==> config.mk <==
export PLATFORM = sky130hd
export DESIGN_NAME = ps2_key_bridge
export DESIGN_NICKNAME = d
export VERILOG_FILES = /design/src/rtl/ps2_key_pkg.sv /design/src/rtl/ps2_scan_to_ascii.sv /design/src/rtl/ps2_key_bridge.sv
export SDC_FILE = /design/constraint.sdc
export NUM_CORES = 1
export LEC_CHECK = 0
export ABC_CLOCK_PERIOD_IN_PS = 6100
export CORE_MARGIN = 5
export CORE_UTILIZATION = 44
export CTS_CLUSTER_SIZE = 16
export DETAILED_ROUTE_END_ITERATION = 8
export GPL_ROUTABILITY_DRIVEN = 0
export GPL_TIMING_DRIVEN = 1
export MAX_ROUTING_LAYER = met4
export PLACE_DENSITY = 0.66
export SYNTH_ARGS = -nofsm -noshare
export SYNTH_HDL_FRONTEND = slang
export SYNTH_HIERARCHICAL = 1
export SYNTH_SLANG_ARGS = --single-unit
==> constraint.sdc <==
create_clock -name clk -period 6.1 [get_ports clk]
set_input_delay 1.22 -clock clk [delete_from_list [all_inputs] [get_ports clk]]
set_output_delay 1.22 -clock clk [all_outputs]
set_load 0.02 [all_outputs]
==> src/rtl/ps2_key_pkg.sv <==
// Shared encodings for the PS/2 keyboard-to-UART bridge: FSM states,
// set-2 scancode constants and ASCII constants.
package ps2_key_pkg;

  typedef enum logic [1:0] {
    P_IDLE,
    P_BRK,
    P_EXT,
    P_EXTBRK
  } parse_state_t;

  typedef enum logic [1:0] {
    T_IDLE,
    T_SEND,
    T_HOLD,
    T_WAIT
  } tx_state_t;

  localparam logic [7:0] SC_BREAK  = 8'hF0;
  localparam logic [7:0] SC_EXT    = 8'hE0;
  localparam logic [7:0] SC_LSHIFT = 8'h12;
  localparam logic [7:0] SC_RSHIFT = 8'h59;
  localparam logic [7:0] SC_CAPS   = 8'h58;
  localparam logic [7:0] SC_ENTER  = 8'h5A;

  localparam logic [7:0] ASCII_CR         = 8'h0D;
  localparam logic [7:0] ASCII_SPACE      = 8'h20;
  localparam logic [7:0] ASCII_CASE_DELTA = 8'h20;

  function automatic logic is_shift(input logic [7:0] code);
    return (code == SC_LSHIFT) || (code == SC_RSHIFT);
  endfunction

endpackage

==> src/rtl/ps2_scan_to_ascii.sv <==
// Combinational set-2 make-code to ASCII translation; letters honour
// shift XOR caps, digits honour shift only, control keys ignore both.
module ps2_scan_to_ascii
  import ps2_key_pkg::*;
(
  input  logic [7:0] scancode,
  input  logic       shift,
  input  logic       caps,
  output logic       valid,
  output logic [7:0] ascii
);

  logic       letter;
  logic [7:0] base;

  always_comb begin
    valid  = 1'b1;
    letter = 1'b0;
    base   = 8'h00;
    case (scancode)
      8'h1C: begin letter = 1'b1; base = 8'h61; end
      8'h32: begin letter = 1'b1; base = 8'h62; end
      8'h21: begin letter = 1'b1; base = 8'h63; end
      8'h23: begin letter = 1'b1; base = 8'h64; end
      8'h24: begin letter = 1'b1; base = 8'h65; end
      8'h2B: begin letter = 1'b1; base = 8'h66; end
      8'h34: begin letter = 1'b1; base = 8'h67; end
      8'h33: begin letter = 1'b1; base = 8'h68; end
      8'h43: begin letter = 1'b1; base = 8'h69; end
      8'h3B: begin letter = 1'b1; base = 8'h6A; end
      8'h42: begin letter = 1'b1; base = 8'h6B; end
      8'h4B: begin letter = 1'b1; base = 8'h6C; end
      8'h3A: begin letter = 1'b1; base = 8'h6D; end
      8'h31: begin letter = 1'b1; base = 8'h6E; end
      8'h44: begin letter = 1'b1; base = 8'h6F; end
      8'h4D: begin letter = 1'b1; base = 8'h70; end
      8'h15: begin letter = 1'b1; base = 8'h71; end
      8'h2D: begin letter = 1'b1; base = 8'h72; end
      8'h1B: begin letter = 1'b1; base = 8'h73; end
      8'h2C: begin letter = 1'b1; base = 8'h74; end
      8'h3C: begin letter = 1'b1; base = 8'h75; end
      8'h2A: begin letter = 1'b1; base = 8'h76; end
      8'h1D: begin letter = 1'b1; base = 8'h77; end
      8'h22: begin letter = 1'b1; base = 8'h78; end
      8'h35: begin letter = 1'b1; base = 8'h79; end
      8'h1A: begin letter = 1'b1; base = 8'h7A; end
      // Top-row digits; shifted symbols follow the US layout.
      8'h16: base = shift ? 8'h21 : 8'h31;
      8'h1E: base = shift ? 8'h40 : 8'h32;
      8'h26: base = shift ? 8'h23 : 8'h33;
      8'h25: base = shift ? 8'h24 : 8'h34;
      8'h2E: base = shift ? 8'h25 : 8'h35;
      8'h36: base = shift ? 8'h5E : 8'h36;
      8'h3D: base = shift ? 8'h26 : 8'h37;
      8'h3E: base = shift ? 8'h2A : 8'h38;
      8'h46: base = shift ? 8'h28 : 8'h39;
      8'h45: base = shift ? 8'h29 : 8'h30;
      8'h29:    base = ASCII_SPACE;
      SC_ENTER: base = ASCII_CR;
      8'h66:    base = 8'h08;
      8'h0D:    base = 8'h09;
      8'h76:    base = 8'h1B;
      // Caps lock never produces a character; the bridge owns its state.
      SC_CAPS:  valid = 1'b0;
      default:  valid = 1'b0;
    endcase
    ascii = (letter && (shift ^ caps)) ? (base - ASCII_CASE_DELTA) : base;
  end

endmodule

==> src/rtl/ps2_key_bridge.sv <==
// PS/2 set-2 scancode parser, character FIFO and UART send handshake.
// Define KBD_CAPSLOCK_EN to enable caps-lock tracking; otherwise caps_on is 0.
module ps2_key_bridge
  import ps2_key_pkg::*;
#(
  parameter int FIFO_DEPTH = 8
) (
  input  logic                          clk,
  input  logic                          rst_n,
  input  logic [7:0]                    scancode,
  input  logic                          new_code,
  input  logic                          tx_busy,
  output logic [7:0]                    tx_data,
  output logic                          tx_en,
  output logic [7:0]                    last_ascii,
  output logic [$clog2(FIFO_DEPTH):0]   fifo_count,
  output logic                          overflow,
  output logic                          shift_on,
  output logic                          caps_on
);

  localparam int PTR_W = $clog2(FIFO_DEPTH);
  localparam int CNT_W = PTR_W + 1;

  parse_state_t pstate, pstate_next;
  tx_state_t    tstate, tstate_next;

  logic             tbl_valid;
  logic [7:0]       tbl_ascii;
  logic             push, pop, accept, full;
  logic [7:0]       push_char;
  logic             shift_set, shift_clr;
  logic [7:0]       mem [FIFO_DEPTH];
  logic [PTR_W-1:0] wr_ptr, rd_ptr;

  ps2_scan_to_ascii u_table (
    .scancode (scancode),
    .shift    (shift_on),
    .caps     (caps_on),
    .valid    (tbl_valid),
    .ascii    (tbl_ascii)
  );

  // Parser: one step per received byte.
  always_ff @(posedge clk) begin
    if (!rst_n) pstate <= P_IDLE;
    else        pstate <= pstate_next;
  end

  always_comb begin
    pstate_next = pstate;
    push        = 1'b0;
    push_char   = tbl_ascii;
    shift_set   = 1'b0;
    shift_clr   = 1'b0;
    if (new_code) begin
      case (pstate)
        P_IDLE: begin
          if (scancode == SC_BREAK)    pstate_next = P_BRK;
          else if (scancode == SC_EXT) pstate_next = P_EXT;
          else if (is_shift(scancode)) shift_set   = 1'b1;
          else                         push        = tbl_valid;
        end
        P_BRK: begin
          shift_clr   = is_shift(scancode);
          pstate_next = P_IDLE;
        end
        P_EXT: begin
          if (scancode == SC_BREAK) begin
            pstate_next = P_EXTBRK;
          end else begin
            pstate_next = P_IDLE;
            if (scancode == SC_ENTER) begin
              push      = 1'b1;
              push_char = ASCII_CR;
            end
          end
        end
        default: pstate_next = P_IDLE;
      endcase
    end
  end

  always_ff @(posedge clk) begin
    if (!rst_n)         shift_on <= 1'b0;
    else if (shift_set) shift_on <= 1'b1;
    else if (shift_clr) shift_on <= 1'b0;
  end

`ifdef KBD_CAPSLOCK_EN
  // caps_held suppresses typematic repeats of 58 until its break arrives.
  logic caps_held;

  always_ff @(posedge clk) begin
    if (!rst_n) begin
      caps_on   <= 1'b0;
      caps_held <= 1'b0;
    end else if (new_code && (scancode == SC_CAPS)) begin
      if ((pstate == P_IDLE) && !caps_held) begin
        caps_on   <= !caps_on;
        caps_held <= 1'b1;
      end else if (pstate == P_BRK) begin
        caps_held <= 1'b0;
      end
    end
  end
`else
  assign caps_on = 1'b0;
`endif

  // FIFO: a full queue still accepts a push when the same cycle pops.
  assign full   = (fifo_count == CNT_W'(FIFO_DEPTH));
  assign pop    = (tstate == T_SEND);
  assign accept = push && (!full || pop);

  always_ff @(posedge clk) begin
    if (accept) mem[wr_ptr] <= push_char;
  end

  always_ff @(posedge clk) begin
    if (!rst_n) begin
      wr_ptr     <= '0;
      rd_ptr     <= '0;
      fifo_count <= '0;
      overflow   <= 1'b0;
      last_ascii <= 8'h00;
    end else begin
      if (accept) begin
        wr_ptr     <= wr_ptr + 1'b1;
        last_ascii <= push_char;
      end
      if (pop) rd_ptr <= rd_ptr + 1'b1;
      if (accept && !pop)      fifo_count <= fifo_count + 1'b1;
      else if (!accept && pop) fifo_count <= fifo_count - 1'b1;
      if (push && full && !pop) overflow <= 1'b1;
    end
  end

  // TX handshake: head is latched on entry to T_SEND so tx_data is valid
  // alongside tx_en, and a simultaneous push into the popped slot is safe.
  always_ff @(posedge clk) begin
    if (!rst_n) begin
      tstate  <= T_IDLE;
      tx_data <= 8'h00;
    end else begin
      tstate <= tstate_next;
      if ((tstate == T_IDLE) && (tstate_next == T_SEND)) tx_data <= mem[rd_ptr];
    end
  end

  always_comb begin
    tstate_next = tstate;
    tx_en       = 1'b0;
    case (tstate)
      T_IDLE: if ((fifo_count != '0) && !tx_busy) tstate_next = T_SEND;
      T_SEND: begin
        tx_en       = 1'b1;
        tstate_next = T_HOLD;
      end
      T_HOLD: tstate_next = T_WAIT;
      T_WAIT: if (!tx_busy) tstate_next = T_IDLE;
      default: tstate_next = T_IDLE;
    endcase
  end

endmodule

Word-level counts from Yosys, hierarchy flattened:

Memories as Yosys holds them, arrays and structs flattened. A register that Yosys moved wholly into a read port is not among the register bits.
Cells that the tools add are included.

* register bits after elaboration: 24
* logic and storage cells: 136
* latch bits: 0
* memories kept: 1
* input port bits: 12
* ROM bits: 0
* output and inout port bits: 24
* memory bits (writable): 64

Memory list
* mem: depth 8, width 8, rd ports 1, clocked after Yosys merged registers in 1, write ports 1, line ps2_key_bridge.sv:33 `logic [7:0] mem [FIFO_DEPTH];`

* add/sub/neg operators: 5
* divide/modulo/power cells: 0
* equal/unequal tests: 53
* muxes and demuxes: 46
* shift operators: 0
* bitwise operators: 0
* reductions and logical operators: 23
* $lt $le $gt $ge: 0
* multiply operators: 0

Operators by type and width (count)
* $pmux 8 s41: 1
* $eq 8x6->1 const B: 23
* $eq 8x7->1 const B: 11
* $eq 8x5->1 const B: 8
* $reduce_or 41->1: 1
* $mux 5: 8
* $mux 8: 5
* $reduce_or 26->1: 1
* $mux 1: 20
* $eq 8x8->1 const B: 2
* $mux 7: 2
* $mux 2: 5
* $eq 8x4->1 const B: 1
* $logic_and 1x1->1: 8
* $mux 4: 2
* $pmux 2 s4: 1
* $sub 8x6->8 const B: 1
* $add 3x1->3 const B: 2
* $eq 2x1->1 const B: 3
* $eq 2x2->1 const B: 3
* $logic_not 1->1: 5
* $add 4x1->4 const B: 1
* $eq 4x4->1 const B: 1
* $logic_not 2->1: 2
* 8 further kinds: 10

Longest topological paths before layout:

* word-level depth: 13
* depth in mapped cells: 21
* mapped depth without buffers: 19

By module:

The synthesis kept the hierarchy.

Modules (own cells, without submodules)
* ps2_key_bridge: times used 1, cells an instance 284, sequential area each 2562.5 µm², area an instance 4050.1 µm²
* ps2_scan_to_ascii: times used 1, cells an instance 194, sequential area each 0.0 µm², area an instance 1221.2 µm²

Worst setup path after synthesis:

OpenSTA, ideal clock, no wires.

* path type: input port to flip-flop
* from: input port scancode[2]
* to: register fifo_count[3]
* setup slack: 876 ps
* required time: 6024 ps
* data arrival time: 5148 ps
* library setup time: 76 ps
* stages: 19
* path buffers: 1
* cell sequence: buf_6 and2_1 a32oi_2 nand4_1 or4_4 or4_1 nor3b_1 and2_0 a311o_2 nand3_4 inv_6 ha_1 inv_1 ha_1 a21o_1 a21oi_1 xnor2_1 or3_1 a21boi_0

* word-level cells in the longest chain between the ends: 12
* elaborated cells between the ends (all ways): 61
* classes of those cells: eq/ne (45); mux (9); reduce/logical (7)

Ends and longest elaborated chain
* start: declaration: line ps2_key_bridge.sv:10 `input logic [7:0] scancode,`
* $eq 8x7->1, or another cell as far along: line ps2_scan_to_ascii.sv:20 `case (scancode)`
* $reduce_or 41->1 (no line) (*)
* $mux 1 (*): line ps2_scan_to_ascii.sv:20
* net tbl_valid: line ps2_key_bridge.sv:28 `logic tbl_valid;`
* $mux 1 (*): line ps2_key_bridge.sv:61 `else if (is_shift(scancode)) shift_set = 1'b1;`
* $mux 1 (*): line ps2_key_bridge.sv:60 `else if (scancode == SC_EXT) pstate_next = P_EXT;`
* $mux 1 (*): line ps2_key_bridge.sv:59 `if (scancode == SC_BREAK) pstate_next = P_BRK;`
* $pmux 1 s2 (*): line ps2_key_bridge.sv:57 `case (pstate)`
* $mux 1 (*): line ps2_key_bridge.sv:56 `if (new_code) begin`
* $logic_and 1x1->1 (*): line ps2_key_bridge.sv:114 `assign accept = push && (!full || pop);`
* net accept: line ps2_key_bridge.sv:30 `logic push, pop, accept, full;`
* $logic_not 1->1: line ps2_key_bridge.sv:134 `else if (!accept && pop) fifo_count <= fifo_count - 1'b1;`
* $logic_and 1x1->1: line ps2_key_bridge.sv:134
* $reduce_bool 2->1 (no line)
* end signal: assignment: line ps2_key_bridge.sv:133 `if (accept && !pop) fifo_count <= fifo_count + 1'b1;`
* end signal: assignment: line ps2_key_bridge.sv:134
* end: declaration: line ps2_key_bridge.sv:16 `output logic [$clog2(FIFO_DEPTH):0] fifo_count,`

Mark *: on every way through the listed nets, which the timed path passes. The rest lies on a longest branch.
A chain may end at the register's enable or synchronous reset.

Worst setup path after layout:

* from: input port scancode[6]
* to: register fifo_count[3]

Same word-level chain as after synthesis.

==> impl_metrics.env <==
export IMPL_status="complete, no violations"
export IMPL_grt_pass1_wl_um=20300
export IMPL_grt_usage_pct=18.3
export IMPL_start_kind="input port"
export IMPL_crit_fanout=17
export IMPL_yosys_warnings=6
export IMPL_period_share_pct=94.4
export IMPL_synth_top_area_share_pct=36.5
export IMPL_grt_pass1_vias=4011
export IMPL_placed_cell_area_sq_um=5980
export IMPL_cts_resized=0
export IMPL_final_common_cell="edfxtp_1"
export IMPL_viasPerCell=5.83
export IMPL_arrival_ps=6020
export IMPL_hp_class="flop to flop"
export IMPL_area_growth_pct=18.8
export IMPL_netlist_instances=478
export IMPL_yosysSeqAreaShare_pct=48.6
export IMPL_final_area_sq_um=6260
export IMPL_dr_total_vias=4001
export IMPL_path_depth=19
export IMPL_hold_depth=2
export IMPL_cp_startpoint="scancode[6]"
export IMPL_dieArea_sq_um=14300
export IMPL_nFillCells=1018
export IMPL_yosysTopAreaCell="edfxtp_1"
export IMPL_synth_area_sq_um=5270
export IMPL_end_kind="flop"
export IMPL_utilization_pct=52.8
export IMPL_hpwl_um=8680
export IMPL_postSynthAreaPerCell_sq_um=11.0
export IMPL_p_leak_nw=2.30
export IMPL_avgRoutedWirePerCell_um=17.9
export IMPL_synthFlopType="edfxtp_1"
export IMPL_cts_reportedPaths_clkPinSlew_ps=70
export IMPL_die_w_um=119
export IMPL_cp_cell_sequence="clkdlybuf4s50_1, nor4b_2, a32oi_2, nand4_1, or4_4, or4_1, nor3b_1, and2_0, a311o_2, nand3_4, inv_6, ha_1, inv_1, ha_1, a21o_1, a21oi_1, xnor2_1, or3_1, a21boi_0"
export IMPL_slowest_stage="clkdlybuf4s50_1"
export IMPL_required_ps=6360
export IMPL_synthTopCellsByArea="edfxtp_1 36%, dfxtp_1 12%, mux4_2 6.8%"
export IMPL_postSynth_asyncResetShare_pct=0
export IMPL_power_density_nw_per_um2=305
export IMPL_drv_slew=0
export IMPL_tns_ps=0
export IMPL_die_height_um=119
export IMPL_vdd_ir_drop_max_uv=150
export IMPL_drive_gt1_share_pct=16.7
export IMPL_final_cell_mix="64 x edfxtp_1, 59 x nand2_1, 42 x buf_4"
export IMPL_cts_sinks=96
export IMPL_crit_family="simple AND/OR/NAND/NOR gates"
export IMPL_fin_crit_ps=5760
export IMPL_cap_viol_max_count=0
export IMPL_rsz0062_at_grt="false"
export IMPL_cts_buffer_depth=2
export IMPL_coreArea_sq_um=11900
export IMPL_antenna_found_initial=0
export IMPL_crit_type="input port to flop"
export IMPL_grt_ovfl_total=0
export IMPL_cts_hold_buf=0
export IMPL_multi_input_area_sq_um=2490
export IMPL_skew_ps=6.65
export IMPL_drc=0
export IMPL_antenna_left=0
export IMPL_worst_slew_pin_slew_ps=983
export IMPL_final_hold_viol_count=0
export IMPL_critPathMostFrequentCell="ha_1"
export IMPL_critPathBufInv=3
export IMPL_cts_buffers=9
export IMPL_reg2reg_to="fifo_count[3]$_SDFFE_PN0P_"
export IMPL_htree_num_levels=3
export IMPL_antenna_cells=0
export IMPL_setup_viol=0
export IMPL_post_cts_buffers=0
export IMPL_portBuffers=34
export IMPL_finalWirelength_um=12300
export IMPL_r2r_slack_ps=3380
export IMPL_initial_core_util_pct=44.4
export IMPL_finalPower_mw=1.91
export IMPL_synth_edf_count=64
export IMPL_min_to="last_ascii[1]$_SDFFE_PN0P_"
export IMPL_final_seq_area_sq_um=2560
export IMPL_hold_start="last_ascii[1]$_SDFFE_PN0P_"
export IMPL_worstReg2RegStart="pstate[0]$_SDFFE_PN0P_"
export IMPL_clockRootBuffer="clkbuf_16"
export IMPL_std_cell_rows=40
export IMPL_ioPinCount=36
export IMPL_synth_cell_types=74
export IMPL_tritoncts="done"
export IMPL_first_pass_iters=7
export IMPL_final_nets=554
export IMPL_ys_ff_latch=96
export IMPL_grt_start_max_net_pins=40
export IMPL_max_slew_margin_pct=34.0
export IMPL_insertion_delay_ps=340
export IMPL_drt_iter0_drc=492
export IMPL_max_stage_delay_ps=670
export IMPL_max_freq_mhz=174
export IMPL_ff2ff_path_depth=13
-- worst max path at each step --
| stage | end | slack (ps) |
|---|---|---|
| floorplan | fifo_count[3]$_SDFFE_PN0P_ | 880 |
| global route | fifo_count[3]$_SDFFE_PN0P_ | 80 |
| finish | fifo_count[3]$_SDFFE_PN0P_ | 340 |
| global placement | fifo_count[3]$_SDFFE_PN0P_ | 220 |
| detailed placement | fifo_count[3]$_SDFFE_PN0P_ | 60 |
| CTS | fifo_count[3]$_SDFFE_PN0P_ | 410 |
-- cell families (layout without fill, tap and decap cells) --
kind of cell               count (synthesis)  after routing  share of synthesized area (%)
DFF                                       96             96                           48.6
adders and majority gates                  7              7                           1.80
and+or+nand+nor                          208            208                           22.6
muxes                                     39             39                           11.2
other                                      1              2                         0.0711
xor gates and xnor gates                   9              9                           1.50
AOI/OAI and AO/OA                         75             75                           9.99
buffers and inverters                     43            103                           4.18
-- cell type report --
type | instances | share of cell area (%)
Sequential cell | 96 | 40.9
Multi-Input combinational cell | 340 | 39.8
Timing Repair Buffer | 78 | 11.1
Clock buffer | 10 | 3.99
Tap cell | 147 | 2.94
Inverter | 10 | 0.679
Clock inverter | 5 | 0.599
-- flip-flops by register name, summed over array words and instances (netlist names) --
signal and cells:
tstate 2, last_ascii 8, wr_ptr 3, overflow 1
mem 64, shift_on 1, tx_data 8, pstate 2
rd_ptr 3, fifo_count 4
-- per-stage QoR --
| step | cells | setup slack (ps) | hold WS [ps] |
|---|---|---|---|
| finish | 686 | 341 | 470 |
| global route | 686 | 80.9 | 490 |
| CTS | 686 | 408 | 473 |
| detailed placement | 671 | 63.5 | 455 |
| global placement | 671 | 222 | 461 |
| floorplan | 479 | 876 | 454 |
-- per-layer routing --
metal	track usage [%]	wire length (um)	part of all wire, %	vias up
met5	-	0	0	-
met4	6.08	217	1.8	0
met3	2.90	629	5.1	22
met2	29.8	6050	49	156
met1	23.6	5400	44	1916
li1	-	-	-	1907
-- cells in the mapped netlist, types with 6 or more instances --
cell type   n
dfxtp_1    32
nand3_1    15
a21oi_1    14
o211a_1     8
and2_1      8
edfxtp_1   64
mux4_2     16
clkbuf_1   10
buf_2      10
nor2b_1    18
nand2_1    59
nand4_1     8
nor3_1     12
nor2_1     21
nand2b_1    9
nor3b_1     6
mux2i_1    23
xnor2_1     9
nor4_1      7
buf_4       6
inv_1       9
ha_1        6
o21ai_0    16
-- power by group --
part	internal [mW]	total [mW]	switching, mW
combinational	0.285	0.570	0.285
sequential	0.752	0.803	0.0513
clock	0.303	0.539	0.237
total	1.34	1.91	0.574
-- worst reg2reg max path, stage by stage, from the launching register on --
cell and delay [ps]:
dfxtp_1 360, nand4b_1 210, nor4_1 230, a311o_2 210, nand3_4 90, inv_6 110
ha_1 180, inv_1 70, ha_1 280, a21o_1 180, a21oi_1 170, xnor2_1 100
or3_1 300, a21boi_0 170
Note: power is estimated with default switching activity, not from simulation.
==> RTL change: new RTL, same settings <==
The 4 states of `tx_state_t` get a one-hot encoding in 4 bits.
--- a/src/rtl/ps2_key_pkg.sv
+++ b/src/rtl/ps2_key_pkg.sv
@@ -9,11 +9,11 @@
     P_EXTBRK
   } parse_state_t;
 
-  typedef enum logic [1:0] {
-    T_IDLE,
-    T_SEND,
-    T_HOLD,
-    T_WAIT
+  typedef enum logic [3:0] {
+    T_IDLE = 4'b0001,
+    T_SEND = 4'b0010,
+    T_HOLD = 4'b0100,
+    T_WAIT = 4'b1000
   } tx_state_t;
 
   localparam logic [7:0] SC_BREAK  = 8'hF0;
Behaviour: same outputs for any inputs over 4 cycles, from zero or initial values and one cycle with rst_n low; so few cycles prove little.
==> RTL change against the unedited design <==
- final area is 0.42% lower
- synthesized area rose by 1.6%
- global-route usage shrank 0.43 points
- worst setup slack better by 0.070 ns
- count of clock-buffer cells in the layout decreased by 1
- sequential cell count grew 2
- clock skew increased by 0.00051 ns
- critical path depth rose by 2
- via count up 1.0%
- routed wire length barely moved
Power is not compared: it rests on default switching activity, and its combinational part moved more than twofold at a synthesized area within 25%.
==> RTL change: results (changes against the unedited design) <==
- Layout cells sized above 1: 0.1537 (was 0.1670)
- Vias: 4041 (was 4001)
- Gr usage total: 0.1792 (was 0.1834)
- HP Start: last_ascii[6] (was last_ascii[1])
- Clk_skew: 0.007163 ns (was 0.006653 ns)
- Fill count: 1025 (was 1018)
- # nets final: 541 (was 554)
- Top area cells in the synthesized netlist: edfxtp_1, dfxtp_1, mux4_2 (unchanged)
- Final wirelength: 12.29 mm (about the same)
- Arrival time worst endpoint: 5.96 ns (was 6.02 ns)
- Sequential share of the synthesized area: 0.4859 (was 0.4861)
- Initial DRT Pass Iterations: 5 (was 7)
- Critical Path Start: scancode[0] (was scancode[6])
- DR WL/cell: 18.24 um (was 17.92 um)
- First-pass GRT wire length: 19.93 mm (was 20.31 mm)
- Worst r2r src: tstate[3] (was pstate[0])
- Placed Cells: 658 (was 671)
- DP Wirelength: 8.538 mm (was 8.676 mm)
- Unique masters post-synth: 76 (was 74)
- Largest net degree at the start of global routing: 46 (was 40)
- First DRT Iteration DRCs: 413 (was 492)
- Outcome: complete, no violations (unchanged)
- Max FO, Critical Path: 11 (was 17)
- Worst path max stage delay: 0.59 ns (was 0.67 ns)
- Slew @ Worst Pin: 0.8513 ns (was 0.9832 ns)
- Post-synth top cells: edfxtp_1, nand2_1, dfxtp_1 (unchanged)
## RTL change: cell count changes in the layout (fill, tap and decap cells not counted), sizes merged, moves of 6 or more
cell	delta
nand3	+11
nand2	-10
buf	-11
and2	+9
nor3	-6
nor2b	-7
o21ai	-7
## RTL change: path summary, 6_finish.rpt
check	endpoint	slack (ns)	depth (start not counted)
worst max register to register	fifo_count[3]	3.09	12
worst min-delay path	last_ascii[6]	0.47	2
worst max-delay path	fifo_count[3]	0.41	21
worst min register to register	last_ascii[6]	0.47	2
## RTL change: cell families (layout without fill, tap and decap cells)
group / count (synthesis) / count (layout) / synth area share
other: 1 / 2 / 0.0007001
adders and majority gates: 7 / 7 / 0.01775
and+or+nand+nor: 204 / 204 / 0.2207
AOI/OAI and AO/OA: 75 / 75 / 0.1058
muxes: 39 / 39 / 0.1105
DFF: 98 / 98 / 0.4859
buffers and inverters: 42 / 90 / 0.03901
xor gates and xnor gates: 12 / 12 / 0.01962
## RTL change: metal layers
metal / track usage / part of all wire
met1: 0.2327 / 0.45
met3: 0.03789 / 0.066
met5: - / 0
met2: 0.2785 / 0.46
met4: 0.06728 / 0.023
## RTL change: power by group
group	switching, mW	internal [mW]
Combinational	0.126	0.101
Clock	0.258	0.284
Sequential	0.0146	0.728
Total	0.399	1.11
## RTL change: cell type report
class | count | area share
Clock inverter | 7 | 0.009426
Timing Repair Buffer | 67 | 0.09426
Multi-Input combinational cell | 339 | 0.4085
Clock buffer | 9 | 0.03610
Inverter | 7 | 0.005014
Sequential cell | 98 | 0.4172
Tap cell | 147 | 0.02948
## RTL change: worst max-delay path: cells and delay by family
| family | cells | cell delay [ns] |
|---|---|---|
| fa+ha+maj | 2 | 0.44 |
| xor+xnor | 1 | 0.09 |
| compound gates | 5 | 1.26 |
| simple gates | 8 | 1.76 |
| buf+inv | 5 | 1.19 |
## RTL change: per-stage QoR
stage,setup WS [ns],cell area [sq um],utilization,hold WS [ns]
finish,0.4103,6238,0.5215,0.4707
floorplan,1.065,5360,-,0.4595
detailed placement,0.06479,5954,0.4978,0.4574
global placement,0.2383,5954,0.4978,0.4582
CTS,0.4333,6238,0.5215,0.4746
global route,0.07210,6238,0.5215,0.4928
